### src/rtl/cpu_types_pkg.sv
// ============================================================================
//  Module   : cpu_types_pkg
//  Brief    : Shared CPU pipeline types: ALU/select encodings and ID/EX bundle.
//  Revision : 1.0 - initial release
// ============================================================================
`default_nettype none

package cpu_types_pkg;

   localparam int C_DATA_W     = 32;
   localparam int C_REG_ADDR_W = 5;
   localparam int C_SHAMT_W    = 5;

   typedef enum logic [3:0] {
      ALU_ADD  = 4'd0,
      ALU_SUB  = 4'd1,
      ALU_AND  = 4'd2,
      ALU_OR   = 4'd3,
      ALU_XOR  = 4'd4,
      ALU_NOR  = 4'd5,
      ALU_SLT  = 4'd6,
      ALU_SLTU = 4'd7,
      ALU_SLL  = 4'd8,
      ALU_SRL  = 4'd9,
      ALU_SRA  = 4'd10,
      ALU_LUI  = 4'd11
   } aluop_t;

   // Code 3 is reserved; it is stored verbatim and read downstream as SRC_REG.
   typedef enum logic [1:0] {
      SRC_REG   = 2'd0,
      SRC_IMM   = 2'd1,
      SRC_SHAMT = 2'd2,
      SRC_RSVD  = 2'd3
   } alusrc_t;

   typedef enum logic [1:0] {
      RD_RT   = 2'd0,
      RD_RD   = 2'd1,
      RD_R31  = 2'd2,
      RD_RSVD = 2'd3
   } regdst_t;

   typedef struct packed {
      logic                    valid;
      logic [C_DATA_W-1:0]     pc4;
      logic [C_DATA_W-1:0]     read_reg1;
      logic [C_DATA_W-1:0]     read_reg2;
      logic [C_DATA_W-1:0]     ext_imm;
      logic [C_SHAMT_W-1:0]    shamt;
      alusrc_t                 alu_src;
      aluop_t                  alu_op;
      logic [C_REG_ADDR_W-1:0] rt;
      logic [C_REG_ADDR_W-1:0] rd;
      regdst_t                 reg_dst;
      logic                    reg_write;
      logic                    mem_read;
      logic                    mem_write;
      logic                    mem_to_reg;
      logic                    branch;
      logic                    jump;
      logic                    halt;
   } id_ex_t;

   localparam id_ex_t ID_EX_BUBBLE = '0;

endpackage

`default_nettype wire

### src/rtl/id_ex_latch_sat_counter.sv
// ============================================================================
//  Module   : sat_counter
//  Brief    : Up-counter that sticks at all-ones instead of wrapping.
//  Revision : 1.0 - initial release
// ============================================================================
`default_nettype none

module sat_counter #(
   parameter int W = 32
) (
   input  logic         clk,
   input  logic         rst_n,
   input  logic         inc,
   input  logic         clear,
   output logic [W-1:0] count
);

   logic [W-1:0] r_count;
   logic         w_at_max;

   assign w_at_max = &r_count;

   always_ff @(posedge clk or negedge rst_n) begin
      if (!rst_n) begin
         r_count <= '0;
      end else if (clear) begin
         r_count <= '0;
      end else if (inc && !w_at_max) begin
         r_count <= r_count + 1'b1;
      end
   end

   assign count = r_count;

endmodule

`default_nettype wire

### src/rtl/id_ex_latch.sv
// ============================================================================
//  Module   : id_ex_latch
//  Brief    : ID/EX pipeline register with stall, flush and stall-cycle count.
//  Revision : 1.0 - initial release
// ============================================================================
`default_nettype none

module id_ex_latch
   import cpu_types_pkg::*;
#(
   // Field widths of id_ex_t are fixed by cpu_types_pkg; these must match it.
   parameter int DATA_W     = C_DATA_W,
   parameter int REG_ADDR_W = C_REG_ADDR_W,
   parameter int CNT_W      = 32
) (
   input  logic                  CLK,
   input  logic                  nRST,
   input  logic                  enable,
   input  logic                  flush,
   input  logic                  valid_in,
   input  logic [DATA_W-1:0]     pc4_in,
   input  logic [DATA_W-1:0]     readReg1_in,
   input  logic [DATA_W-1:0]     readReg2_in,
   input  logic [DATA_W-1:0]     extendedImmediate_in,
   input  logic [4:0]            shiftAmount_in,
   input  logic [1:0]            aluSource_in,
   input  logic [3:0]            aluOp_in,
   input  logic [REG_ADDR_W-1:0] rt_in,
   input  logic [REG_ADDR_W-1:0] rd_in,
   input  logic [1:0]            regDst_in,
   input  logic                  regWrite_in,
   input  logic                  memRead_in,
   input  logic                  memWrite_in,
   input  logic                  memToReg_in,
   input  logic                  branch_in,
   input  logic                  jump_in,
   input  logic                  halt_in,
   output logic                  valid_out,
   output logic [DATA_W-1:0]     pc4_out,
   output logic [DATA_W-1:0]     readReg1_out,
   output logic [DATA_W-1:0]     readReg2_out,
   output logic [DATA_W-1:0]     extendedImmediate_out,
   output logic [4:0]            shiftAmount_out,
   output logic [1:0]            aluSource_out,
   output logic [3:0]            aluOp_out,
   output logic [REG_ADDR_W-1:0] rt_out,
   output logic [REG_ADDR_W-1:0] rd_out,
   output logic [1:0]            regDst_out,
   output logic                  regWrite_out,
   output logic                  memRead_out,
   output logic                  memWrite_out,
   output logic                  memToReg_out,
   output logic                  branch_out,
   output logic                  jump_out,
   output logic                  halt_out,
   output logic [CNT_W-1:0]      stall_cycles
);

   id_ex_t w_next;
   id_ex_t r_q;
   logic   w_stall;

   always_comb begin
      w_next            = ID_EX_BUBBLE;
      w_next.valid      = valid_in;
      w_next.pc4        = pc4_in;
      w_next.read_reg1  = readReg1_in;
      w_next.read_reg2  = readReg2_in;
      w_next.ext_imm    = extendedImmediate_in;
      w_next.shamt      = shiftAmount_in;
      w_next.alu_src    = alusrc_t'(aluSource_in);
      w_next.alu_op     = aluop_t'(aluOp_in);
      w_next.rt         = rt_in;
      w_next.rd         = rd_in;
      w_next.reg_dst    = regdst_t'(regDst_in);
      w_next.reg_write  = regWrite_in;
      w_next.mem_read   = memRead_in;
      w_next.mem_write  = memWrite_in;
      w_next.mem_to_reg = memToReg_in;
      w_next.branch     = branch_in;
      w_next.jump       = jump_in;
      w_next.halt       = halt_in;
   end

   // Flush takes priority over stall; controls are not re-masked by valid.
   always_ff @(posedge CLK or negedge nRST) begin
      if (!nRST) begin
         r_q <= ID_EX_BUBBLE;
      end else if (flush) begin
         r_q <= ID_EX_BUBBLE;
      end else if (enable) begin
         r_q <= w_next;
      end
   end

   assign w_stall = !flush && !enable;

   sat_counter #(
      .W (CNT_W)
   ) u_stall_cnt (
      .clk   (CLK),
      .rst_n (nRST),
      .inc   (w_stall),
      .clear (1'b0),
      .count (stall_cycles)
   );

   assign valid_out             = r_q.valid;
   assign pc4_out               = r_q.pc4;
   assign readReg1_out          = r_q.read_reg1;
   assign readReg2_out          = r_q.read_reg2;
   assign extendedImmediate_out = r_q.ext_imm;
   assign shiftAmount_out       = r_q.shamt;
   assign aluSource_out         = r_q.alu_src;
   assign aluOp_out             = r_q.alu_op;
   assign rt_out                = r_q.rt;
   assign rd_out                = r_q.rd;
   assign regDst_out            = r_q.reg_dst;
   assign regWrite_out          = r_q.reg_write;
   assign memRead_out           = r_q.mem_read;
   assign memWrite_out          = r_q.mem_write;
   assign memToReg_out          = r_q.mem_to_reg;
   assign branch_out            = r_q.branch;
   assign jump_out              = r_q.jump;
   assign halt_out              = r_q.halt;

endmodule

`default_nettype wire

### config.mk
export PLATFORM = sky130hd
export DESIGN_NAME = id_ex_latch
export DESIGN_NICKNAME = d
export VERILOG_FILES = /design/src/rtl/cpu_types_pkg.sv /design/src/rtl/id_ex_latch_sat_counter.sv /design/src/rtl/id_ex_latch.sv
export SDC_FILE = /design/constraint.sdc
export NUM_CORES = 1
export LEC_CHECK = 0
export BUFFER_PORTS_ARGS = -buffer_cell sky130_fd_sc_hd__buf_2
export CAP_MARGIN = 30
export CELL_PAD_IN_SITES_DETAIL_PLACEMENT = 0
export CELL_PAD_IN_SITES_GLOBAL_PLACEMENT = 1
export CORE_ASPECT_RATIO = 0.5
export CORE_MARGIN = 5
export CORE_UTILIZATION = 38
export DETAILED_ROUTE_END_ITERATION = 10
export HOLD_SLACK_MARGIN = 0.05
export PLACE_DENSITY_LB_ADDON = 0.1
export SETUP_SLACK_MARGIN = 0.4
export SLEW_MARGIN = 20
export SYNTH_ARGS = -nofsm -noshare
export SYNTH_HDL_FRONTEND = slang
export SYNTH_SLANG_ARGS = --single-unit
### constraint.sdc
create_clock -name CLK -period 4.3 [get_ports CLK]
set_clock_uncertainty 0.2 [all_clocks]
set_input_delay 0.86 -clock CLK [delete_from_list [all_inputs] [get_ports CLK]]
set_output_delay 0.86 -clock CLK [all_outputs]
set_load 0.02 [all_outputs]
==> metrics, run 1 <==
outcome complete, no violations; Setup TNS Final 0 ns; highest fanout seen on the critical path 39; clock transition at the registers of the reported paths 0.07 ns; number of placed I/O pins 354; via count of the routed design 6033; Final ANT Viol Nets 0; commonest non-fill, non-tap cells in the layout sky130_fd_sc_hd__buf_2, sky130_fd_sc_hd__dfrtp_1, sky130_fd_sc_hd__nor2_1, sky130_fd_sc_hd__mux2i_1, sky130_fd_sc_hd__xnor2_1; CTS Hold Buffers Added 0; fraction of synthesized area in multiplexers 20.6%; Worst Setup Path Type in2reg; cell chosen for the clock root sky130_fd_sc_hd__clkbuf_16; global-route usage over all layers 18.6%; Clock Sink Count 191; Syn Area/Cell 12.0 um^2; Final GP Congestion 0.801; slew at the pin closest to its max-slew limit 0.939 ns; number of standard cells after synthesis 658; area fraction in and, or, nand and nor cells after synthesis 12.6%; number of I/O port buffers 353; first-pass iteration count of the detailed router 4; Area Growth Syn to Fin 33.4%; overall die area 23900 um^2; Max Root-Sink Buffers 2; effective utilization at floorplan 38.5%; power density over the cells 400 nW/um^2; Post-route DRC 0; number of slew-limit violations in the final report 0; maximum number of pins on one net before global-route repair 87; Worst setup SP type input port; critical path data arrival time 2.67 ns; post-synthesis share of cell area spent on full adders, half adders and majority gates 0.159%; TritonCTS clock tree yes; hold violation total from the final report 0; die width 214 um; CP Data Required Time 4.40 ns; setup slack of the critical path after layout 1.73 ns; synthesis-stage register bit count 191; initial DRC count 329; crit path time final 2.57 ns; critical path capture point type register; count of distinct cell types in the synthesized netlist 31; Max IR drop VDD 0.000241 V; worst-skew pair later-pin latency 0.42 ns; Hold/Removal Path Class in2async; critical path cell sequence clkbuf_8 > or2_1 > or4_4 > a311oi_4 > nand4_1 > xnor2_1; drt wl/cell 17.6 um; post-placement setup slack 1.26 ns; CP peak stage delay 0.53 ns; core region area 20500 um^2; unrepaired setup endpoints after global routing false; H-tree depth 4; post-synthesis instance area 7880 um^2; Compound-Gate Fraction of Synth Area 0.826%; first-pass GRT wire length 35200 um; number of nets in the layout 1161; proportion of layout cells with a drive suffix above 1 38.9%; Leak 0.00589 uW; sequential share of the synthesized area 60.7%; count of final setup violators 0; row cnt 37; Syn Nets 822; routed vias/inst 4.69; xor and xnor fraction of the mapped netlist area 3.11%; max cap viols 0; worst-path cell with the longest stage delay sky130_fd_sc_hd__or4_4; vertical die dimension 112 um; combined area of the multi-input logic cells 2940 um^2; Buf+Inv Stages, Crit Path 1; Layout fillers 1940; cells resized by post-CTS repair 0; Reg area 4780 um^2; fmax 389 MHz; total setup buffers inserted after CTS 0; largest family of logic cells by synthesized area multiplexers; Top delay family on crit path simple AND/OR/NAND/NOR gates; period utilisation layout 59.7%; number of antenna violations at the first check in global routing 3; global route overflow 0; normalized max-slew margin 37.4%; HPWL reported at the end of detailed placement 16800 um; via count of the first global-routing pass 6274; DRT Wirelength 22700 um; number of buffers created by CTS 17; most common library cell in the layout ignoring fill and taps sky130_fd_sc_hd__buf_2; total number of yosys warnings 0
[where the power goes]
part	internal, uW	total [uW]	switching, uW
combinational	248	648	400
clock	887	1560	675
sequential	1910	1990	83.7
[per-stage QoR]
stage	cell area [um^2]	std cells	hold WS [ns]	total power (uW)	util, %
2_1_floorplan	7880	658	0.364	2380	-
3_3_place_gp	9920	1251	0.290	2680	48.5
3_5_place_dp	9920	1251	0.295	2680	48.5
4_1_cts	10500	1282	0.305	4260	51.3
5_1_grt	10500	1285	0.335	4400	51.3
6_report	10500	1286	0.299	4200	51.4
[state kept, by name, summed over array words and instances, names as in the netlist]
register / count
extendedImmediate_out: 32
pc4_out: 32
readReg1_out: 32
readReg2_out: 32
u_stall_cnt.count: 32
rd_out: 5
rt_out: 5
shiftAmount_out: 5
aluOp_out: 4
aluSource_out: 2
regDst_out: 2
branch_out: 1
halt_out: 1
jump_out: 1
memRead_out: 1
memToReg_out: 1
memWrite_out: 1
regWrite_out: 1
valid_out: 1
[synth_stat cells, drive strengths merged]
cell type	number	area, um^2
nand2b	1	6.26
mux2	2	22.5
clkbuf	20	75.1
and2	2	12.5
o21ai	2	10.0
or3b	1	8.76
inv	1	3.75
dfrtp	191	4780
a311oi	1	26.3
nand4	16	106
o31a	1	8.76
ha	1	12.5
or2	1	6.26
mux2i	160	1600
nand3	13	65.1
xnor2	23	201
xor2	5	43.8
nor3	3	20.0
and3	4	25.0
nor4	4	37.5
nor2	166	623
a21oi	4	20.0
or4	3	26.3
nand2	13	48.8
and4	1	8.76
buf	19	76.3
[kinds of logic after synthesis]
logic type,after synthesis
simple gates,228
flops,191
mux,162
buf+inv,40
xor+xnor,28
compound gates,8
fa+ha+maj,1
[final cells by class]
cell class                      count  area share (%)
Sequential cell                   191            45.5
Multi-Input combinational cell    427            28.0
Timing Repair Buffer              359            17.7
Clock buffer                       22            4.42
Tap cell                          273            3.25
Clock inverter                      9            1.05
Antenna cell                        4          0.0953
Inverter                            1          0.0357
[per-layer routing]
layer	wire length [um]	GRT usage, %	share of wire, %	vias to the layer above
met2	11200	31.1	49	143
met4	426	5.80	1.9	0
met5	0	0	0	-
li1	-	-	-	2918
met1	9920	24.6	44	2943
met3	1150	3.83	5.1	29
[final timing paths]
kind                                            start               endpoint  slack (ns)  cells after the start
worst max-delay path                           enable  u_stall_cnt.count[27]        1.73                      6
worst min-delay path                             nRST  u_stall_cnt.count[26]        0.30                      1
worst max register to register  u_stall_cnt.count[16]   u_stall_cnt.count[1]        1.81                      4
worst min register to register  u_stall_cnt.count[23]  u_stall_cnt.count[23]        0.31                      1
max in group asynchronous                        nRST       readReg2_out[12]        2.61                      2
min in group CLK                u_stall_cnt.count[23]  u_stall_cnt.count[23]        0.31                      1
Note: power is estimated with default switching activity, not from simulation.
==> inputs of run 2 (changes only) <==
Settings changed: ABC_AREA set to 1, CORE_UTILIZATION 38 to 34.
Clock period 4.3 ns to 2.6 ns, I/O delays scaled along.
==> run 2 against run 1 <==
- power rose by 63%
- cell area is 5.9% higher
- synthesized cell count is 57% higher
- non-clock buffer count rose by 11
- first-iteration DRC count increased by 80%
- die area rose by 17%
- sequential share of layout area decreased by 2.5 points
- cell count is 34% higher
- global-route usage increased by 1.6 points
- register-to-register slack got worse by 1.2 ns
- count of clock-buffer cells in the layout fell by 3
- via count is 31% higher
- critical path type is now reg2reg
- largest cell class unchanged
==> metrics, run 2 <==
outcome complete, no violations (unchanged); overall die area 28000 um^2 (was 23900 um^2); number of placed I/O pins 354 (unchanged); synth cell count leaders sky130_fd_sc_hd__nand2_1, sky130_fd_sc_hd__dfrtp_1, sky130_fd_sc_hd__nand3_1 (was sky130_fd_sc_hd__dfrtp_1, sky130_fd_sc_hd__nor2_1, sky130_fd_sc_hd__mux2i_1); normalized max-slew margin 48.9% (was 37.4%); CP Data Required Time 2.74 ns (was 4.40 ns); fin area 11100 um^2 (was 10500 um^2); number of enable-type register cells in the synthesized netlist 0 (unchanged); global-route usage over all layers 20.3% (was 18.6%); internal reg-to-reg setup slack 0.59 ns (was 1.81 ns); routed vias/inst 4.61 (was 4.69); drt wl/cell 16.7 um (was 17.6 um); critical path capture point type register (unchanged); Setup TNS Final 0 ns (unchanged); core region area 24100 um^2 (was 20500 um^2); endpoint of the worst-slack reg-to-reg timing path u_stall_cnt.count[17] (was u_stall_cnt.count[1]); Hold/Removal Path Class in2reg (was in2async); critical register-to-register path startpoint u_stall_cnt.count[0] (was u_stall_cnt.count[16]); count of distinct cell types in the synthesized netlist 26 (was 31); Max Root-Sink Buffers 2 (unchanged); Clock Sink Count 191 (unchanged); area share of the largest cell type after synthesis 57.2% (was 60.7%); most common library cell in the layout ignoring fill and taps sky130_fd_sc_hd__nand2_1 (was sky130_fd_sc_hd__buf_2); number of buffers created by CTS 17 (unchanged); worst-skew pair later-pin latency 0.44 ns (was 0.42 ns); Worst Setup Path Type reg2reg (was in2reg); number of nets in the layout 1528 (was 1161); cell chosen for the clock root sky130_fd_sc_hd__clkbuf_16 (unchanged); number of I/O port buffers 353 (unchanged); hold-critical path depth 3; number of slew-limit violations in the final report 0 (unchanged); post-synthesis instance area 8350 um^2 (was 7880 um^2); global route overflow 0 (unchanged); Layout fillers 2497 (was 1940); TritonCTS clock tree yes (unchanged); maximum number of pins on one net before global-route repair 160 (was 87); cell type contributing the most total cell area after synthesis sky130_fd_sc_hd__dfrtp_1 (unchanged); utilization of the core after routing 46.2% (was 51.4%); hold violation total from the final report 0 (unchanged); row cnt 40 (was 37); Final GP Congestion 0.836 (was 0.801); die width 232 um (was 214 um); power density over the cells 614 nW/um^2 (was 400 nW/um^2); Syn Area/Cell 8.10 um^2 (was 12.0 um^2); HPWL reported at the end of detailed placement 20900 um (was 16800 um); DRT Wirelength 28600 um (was 22700 um); initial DRC count 593 (was 329); highest fanout seen on the critical path 19 (was 39); hold path startpoint readReg2_in[2]; via count of the first global-routing pass 7824 (was 6274); cell area reported after detailed placement 10500 um^2 (was 9920 um^2); logic depth of the worst register-to-register path 10 (was 4); first-pass iteration count of the detailed router 5 (was 4); proportion of layout cells with a drive suffix above 1 29.9% (was 38.9%); effective utilization at floorplan 34.7% (was 38.5%); total number of yosys warnings 0 (unchanged); Syn Nets 1195 (was 822); slew at the pin closest to its max-slew limit 0.766 ns (was 0.939 ns); critical path data arrival time 2.14 ns (was 2.67 ns); fmax 498 MHz; sequential share of the synthesized area 57.2% (was 60.7%); cell with the most instances after synthesis sky130_fd_sc_hd__nand2_1 (was sky130_fd_sc_hd__dfrtp_1); vertical die dimension 121 um (was 112 um); number of antenna violations at the first check in global routing 5 (was 3); Area Growth Syn to Fin 33.3% (was 33.4%); endpoint of the worst hold path readReg2_out[2]; max cap viols 0 (unchanged); Post-route DRC 0 (unchanged); first-pass GRT wire length 44100 um (was 35200 um); crit path time final 2.01 ns; unrepaired setup endpoints after global routing false (unchanged); Leak 0.00641 uW (was 0.00589 uW); clock transition at the registers of the reported paths 0.08 ns (was 0.07 ns); period utilisation layout 77.3%; commonest non-fill, non-tap cells in the layout sky130_fd_sc_hd__nand2_1, sky130_fd_sc_hd__buf_2, sky130_fd_sc_hd__dfrtp_1, sky130_fd_sc_hd__nand3_1, sky130_fd_sc_hd__nor2_1 (was sky130_fd_sc_hd__buf_2, sky130_fd_sc_hd__dfrtp_1, sky130_fd_sc_hd__nor2_1, sky130_fd_sc_hd__mux2i_1, sky130_fd_sc_hd__xnor2_1); H-tree depth 4 (unchanged); Final ANT Viol Nets 0 (unchanged); synthesis-stage register bit count 191 (unchanged); count of final setup violators 0 (unchanged); cell types occupying the most area after synthesis sky130_fd_sc_hd__dfrtp_1, sky130_fd_sc_hd__nand2_1, sky130_fd_sc_hd__nand3_1 (was sky130_fd_sc_hd__dfrtp_1, sky130_fd_sc_hd__mux2i_1, sky130_fd_sc_hd__nor2_1); FFs w/ async S/R, synth 100% (unchanged); Max IR drop VDD 0.000447 V (was 0.000241 V); number of standard cells after synthesis 1031 (was 658); via count of the routed design 7926 (was 6033); Worst setup SP type register (was input port); predominant post-synthesis flop cell sky130_fd_sc_hd__dfrtp_1 (unchanged)
[run 2: critical path, stage by stage, from the launching register on]
cell and delay (ns):
sky130_fd_sc_hd__dfrtp_2 0.43, sky130_fd_sc_hd__ha_1 0.23, sky130_fd_sc_hd__inv_1 0.10, sky130_fd_sc_hd__nor2_4 0.16
sky130_fd_sc_hd__nand2_2 0.08, sky130_fd_sc_hd__nor2_4 0.20, sky130_fd_sc_hd__nand2_8 0.13, sky130_fd_sc_hd__nand2_8 0.15
sky130_fd_sc_hd__inv_6 0.09, sky130_fd_sc_hd__nand2_1 0.08, sky130_fd_sc_hd__nand2_1 0.05
[run 2: logic make-up (layout without fill, tap and decap cells)]
group / count (synthesis) / in the layout / share of synthesized area [%]
adders and majority gates: 1 / 1 / 0.150
other: 0 / 5 / 0
and+or+nand+nor: 730 / 731 / 36.3
AOI/OAI and AO/OA: 9 / 9 / 0.539
buffers and inverters: 89 / 434 / 4.58
DFF: 191 / 191 / 57.2
xor gates and xnor gates: 11 / 11 / 1.15
[run 2: area by class of cell]
class | count | area [um^2] | area share (%)
clock buffers | 19 | 433 | 3.89
flip-flops and latches | 191 | 4780 | 42.9
clock inverters | 13 | 129 | 1.16
inverters | 32 | 128 | 1.15
repair buffers | 370 | 2020 | 18.2
diodes | 5 | 12.5 | 0.112
well taps | 336 | 420 | 3.78
multi-input cells | 752 | 3210 | 28.8
[run 2: worst max path at each step]
| stage | start | to | slack [ns] | cells after the start |
|---|---|---|---|---|
| finish | u_stall_cnt.count[0] | u_stall_cnt.count[17] | 0.59 | 10 |
| global route | u_stall_cnt.count[0] | u_stall_cnt.count[17] | 0.40 | 10 |
| CTS | u_stall_cnt.count[0] | u_stall_cnt.count[29] | 0.46 | 10 |
| detailed placement | u_stall_cnt.count[0] | u_stall_cnt.count[17] | 0.48 | 10 |
| global placement | u_stall_cnt.count[0] | u_stall_cnt.count[26] | 0.55 | 10 |
| floorplan | u_stall_cnt.count[0] | u_stall_cnt.count[26] | 0.63 | 11 |
[run 2: timing repair]
action,in CTS,in global routing
buffers inserted,0,3
hold buffers,1,0
resized for setup,0,2
endpoints found under the hold margin,44,0
setup endpoints to repair,0,22
[run 2: metrics by stage]
step                      hold slack (ns)  total power (uW)  cells  worst slack (ns)
after detailed placement            0.253              4320   1676             0.479
after floorplan                    0.0244              3810   1031             0.625
after global placement              0.248              4310   1676             0.547
final                              0.0945              6840   1718             0.591
after CTS                          0.0691              6930   1709             0.461
after global routing               0.0793              7140   1716             0.400
[run 2: where the power goes]
group,total [uW],switching [uW],internal (uW)
clock,2580,1240,1340
sequential,3260,121,3130
combinational,997,658,339
[run 2: per-layer routing]
metal / part of all wire, % / up-vias / global-route usage [%]
li1: - / 3922 / -
met4: 2.3 / 4 / 6.31
met1: 41 / 3758 / 24.9
met2: 51 / 199 / 34.4
met5: 0.059 / - / 0
met3: 5.6 / 43 / 6.36
==> inputs of run 3 (changes only) <==
Settings changed: CORE_UTILIZATION 34 to 31.
Clock period 2.6 ns to 1.82 ns, I/O delays scaled along.
==> run 3 against run 2 <==
- worst hold slack improved by 0.0023 ns
- die area up 9.1%
- non-clock buffer count grew 300
- register-to-register slack got worse by 0.55 ns
- core utilization increased by 12 points
- cell area grew 38%
- via count increased by 17%
- sequential share of layout area down 12 points
- cell count up 18%
- wire length increased by 16%
- critical endpoint is now u_stall_cnt.count[26]
==> metrics, run 3 (synthesis gave the netlist of run 2 again) <==
Top delay family on crit path simple AND/OR/NAND/NOR gates (unchanged); first-pass GRT wire length 52000 um (was 44100 um); HPWL reported at the end of detailed placement 22100 um (was 20900 um); count of final setup violators 0 (unchanged); TritonCTS clock tree yes (unchanged); post-placement setup slack -0.0104 ns (was 0.479 ns); commonest non-fill, non-tap cells in the layout sky130_fd_sc_hd__nand2_1, sky130_fd_sc_hd__buf_6, sky130_fd_sc_hd__dfrtp_1, sky130_fd_sc_hd__nand3_1 (was sky130_fd_sc_hd__nand2_1, sky130_fd_sc_hd__buf_2, sky130_fd_sc_hd__dfrtp_1, sky130_fd_sc_hd__nand3_1, sky130_fd_sc_hd__nor2_1); via count of the first global-routing pass 9582 (was 7824); period utilisation layout 97.7% (was 77.3%); overall die area 30500 um^2 (was 28000 um^2); die width 242 um (was 232 um); worst-skew pair later-pin latency 0.45 ns (was 0.44 ns); cell area reported after detailed placement 10900 um^2 (was 10500 um^2); number of I/O port buffers 353 (unchanged); via count of the routed design 9266 (was 7926); vertical die dimension 126 um (was 121 um); number of nets in the layout 1829 (was 1528); row cnt 42 (was 40); critical path cell sequence ha_4 > inv_4 > nor2_4 > nand2_2 > nor2_4 > nand2_4 > nand2_8 > buf_12 > nand2_1 > nand2_1 (was ha_1 > inv_1 > nor2_4 > nand2_2 > nor2_4 > nand2_8 > nand2_8 > inv_6 > nand2_1 > nand2_1); drt wl/cell 16.4 um (was 16.7 um); slew at the pin closest to its max-slew limit 0.756 ns (was 0.766 ns); critical path data arrival time 1.96 ns (was 2.14 ns); initial DRC count 447 (was 593); number of slew-limit violations in the final report 0 (unchanged); crit path time final 1.78 ns (was 2.01 ns); DRT Wirelength 33200 um (was 28600 um); number of antenna violations at the first check in global routing 1 (was 5); core region area 26500 um^2 (was 24100 um^2); global route overflow 0 (unchanged); power density over the cells 709 nW/um^2 (was 614 nW/um^2); critical path capture point type register (unchanged); normalized max-slew margin 49.6% (was 48.9%); H-tree depth 4 (unchanged); Final ANT Viol Nets 0 (unchanged); hold-critical path depth 4 (was 3); most common library cell in the layout ignoring fill and taps sky130_fd_sc_hd__nand2_1 (unchanged); CP Data Required Time 2.00 ns (was 2.74 ns); number of placed I/O pins 354 (unchanged); hold violation total from the final report 0 (unchanged); endpoint of the worst-slack reg-to-reg timing path u_stall_cnt.count[26] (was u_stall_cnt.count[17]); Max Root-Sink Buffers 2 (unchanged); Hold/Removal Path Class in2reg (unchanged); internal reg-to-reg setup slack 0.04 ns (was 0.59 ns); setup slack of the critical path after layout 0.0428 ns (was 0.591 ns); Max IR drop VDD 0.000683 V (was 0.000447 V); routed vias/inst 4.56 (was 4.61); CP peak stage delay 0.42 ns (was 0.43 ns); Worst setup SP type register (unchanged); fmax 563 MHz (was 498 MHz); clock transition at the registers of the reported paths 0.07 ns (was 0.08 ns); hold path startpoint flush (was readReg2_in[2]); endpoint of the worst hold path readReg1_out[22] (was readReg2_out[2]); Worst Setup Path Type reg2reg (unchanged); cell chosen for the clock root sky130_fd_sc_hd__clkbuf_16 (unchanged); Buf+Inv Stages, Crit Path 2 (unchanged); outcome complete, no violations (unchanged); Post-route DRC 0 (unchanged); Area Growth Syn to Fin 83.7% (was 33.3%); first-pass iteration count of the detailed router 6 (was 5); Clock Sink Count 191 (unchanged); fin area 15300 um^2 (was 11100 um^2); critical register-to-register path startpoint u_stall_cnt.count[0] (unchanged); proportion of layout cells with a drive suffix above 1 35.8% (was 29.9%); maximum number of pins on one net before global-route repair 160 (unchanged); Leak 0.00811 uW (was 0.00641 uW); global-route usage over all layers 21.1% (was 20.3%); highest fanout seen on the critical path 12 (was 19); Final GP Congestion 0.826 (was 0.836); worst-path cell with the longest stage delay sky130_fd_sc_hd__dfrtp_2 (unchanged); utilization of the core after routing 57.9% (was 46.2%); logic depth of the worst register-to-register path 10 (unchanged); number of buffers created by CTS 17 (unchanged); max cap viols 0 (unchanged); effective utilization at floorplan 31.5% (was 34.7%); unrepaired setup endpoints after global routing true (was false); Hold Worst Slack 0.0968 ns (was 0.0945 ns)
## run 3: changes by cell type in the layout (fill, tap and decap cells not counted), sizes merged
cell,delta
buf,+141
clkinvlp,-1
inv,+5
dlygate4sd3,+159
clkinv,-1
clkbuf,-2
diode,-4
## run 3: layout make-up
class | instances | area, um^2
antenna | 1 | 2.50
tap | 352 | 440
timing repair buffer | 670 | 6020
sequential | 191 | 4790
clock inverter | 15 | 170
timing repair inverter | 1 | 11.3
multi-input combinational | 752 | 3340
inverter | 32 | 138
fill | 2426 | 11100
clock buffer | 17 | 425
## run 3: through the flow
step | TNS (ns) | power (uW) | std cells
2_1_floorplan | 0 | 5500 | 1031
3_3_place_gp | 0 | 6220 | 1735
3_5_place_dp | -0.0271 | 6250 | 1735
4_1_cts | 0 | 10900 | 1992
5_1_grt | -0.488 | 11300 | 2031
6_report | 0 | 10900 | 2031
## run 3: how the worst max path moves through the flow
| stage | start | endpoint | slack (ns) | cells after the start |
|---|---|---|---|---|
| floorplan | u_stall_cnt.count[0] | u_stall_cnt.count[0] | 0.06 | 11 |
| global placement | u_stall_cnt.count[0] | u_stall_cnt.count[17] | 0.04 | 10 |
| detailed placement | u_stall_cnt.count[0] | u_stall_cnt.count[13] | -0.01 | 10 |
| CTS | u_stall_cnt.count[0] | u_stall_cnt.count[26] | 0.04 | 10 |
| global route | u_stall_cnt.count[4] | u_stall_cnt.count[30] | -0.06 | 9 |
| finish | u_stall_cnt.count[0] | u_stall_cnt.count[26] | 0.04 | 10 |
## run 3: repair_timing
action | in CTS | in global routing
setup buffers | 64 | 37
gates resized for setup | 417 | 36
hold buffers | 160 | 0
gates cloned | 1 | 1
endpoints found under the hold margin | 350 | 0
endpoints found under the setup margin | 223 | 223
pin swaps | 3 | 6
## run 3: power breakdown
| group | total [uW] | internal, uW | switching (uW) | leakage, uW |
|---|---|---|---|---|
| Clock | 3890 | 1960 | 1920 | 0.000291 |
| Sequential | 4700 | 4480 | 218 | 0.00254 |
| Combinational | 2280 | 1190 | 1100 | 0.00528 |
## run 3: metal layers
layer / global-route usage (%) / wire [um] / part of all wire [%]
met1: 24.8 / 13500 / 40
met2: 37.9 / 17400 / 52
met3: 5.69 / 1440 / 4.3
met4: 6.77 / 900 / 2.7
met5: 0 / 0 / 0
## run 3: tightest hold or removal path, stage by stage
cell,delay [ns]
sky130_fd_sc_hd__buf_2,0.13
sky130_fd_sc_hd__inv_4,0.09
sky130_fd_sc_hd__nand3_1,0.07
sky130_fd_sc_hd__nand2_1,0.05
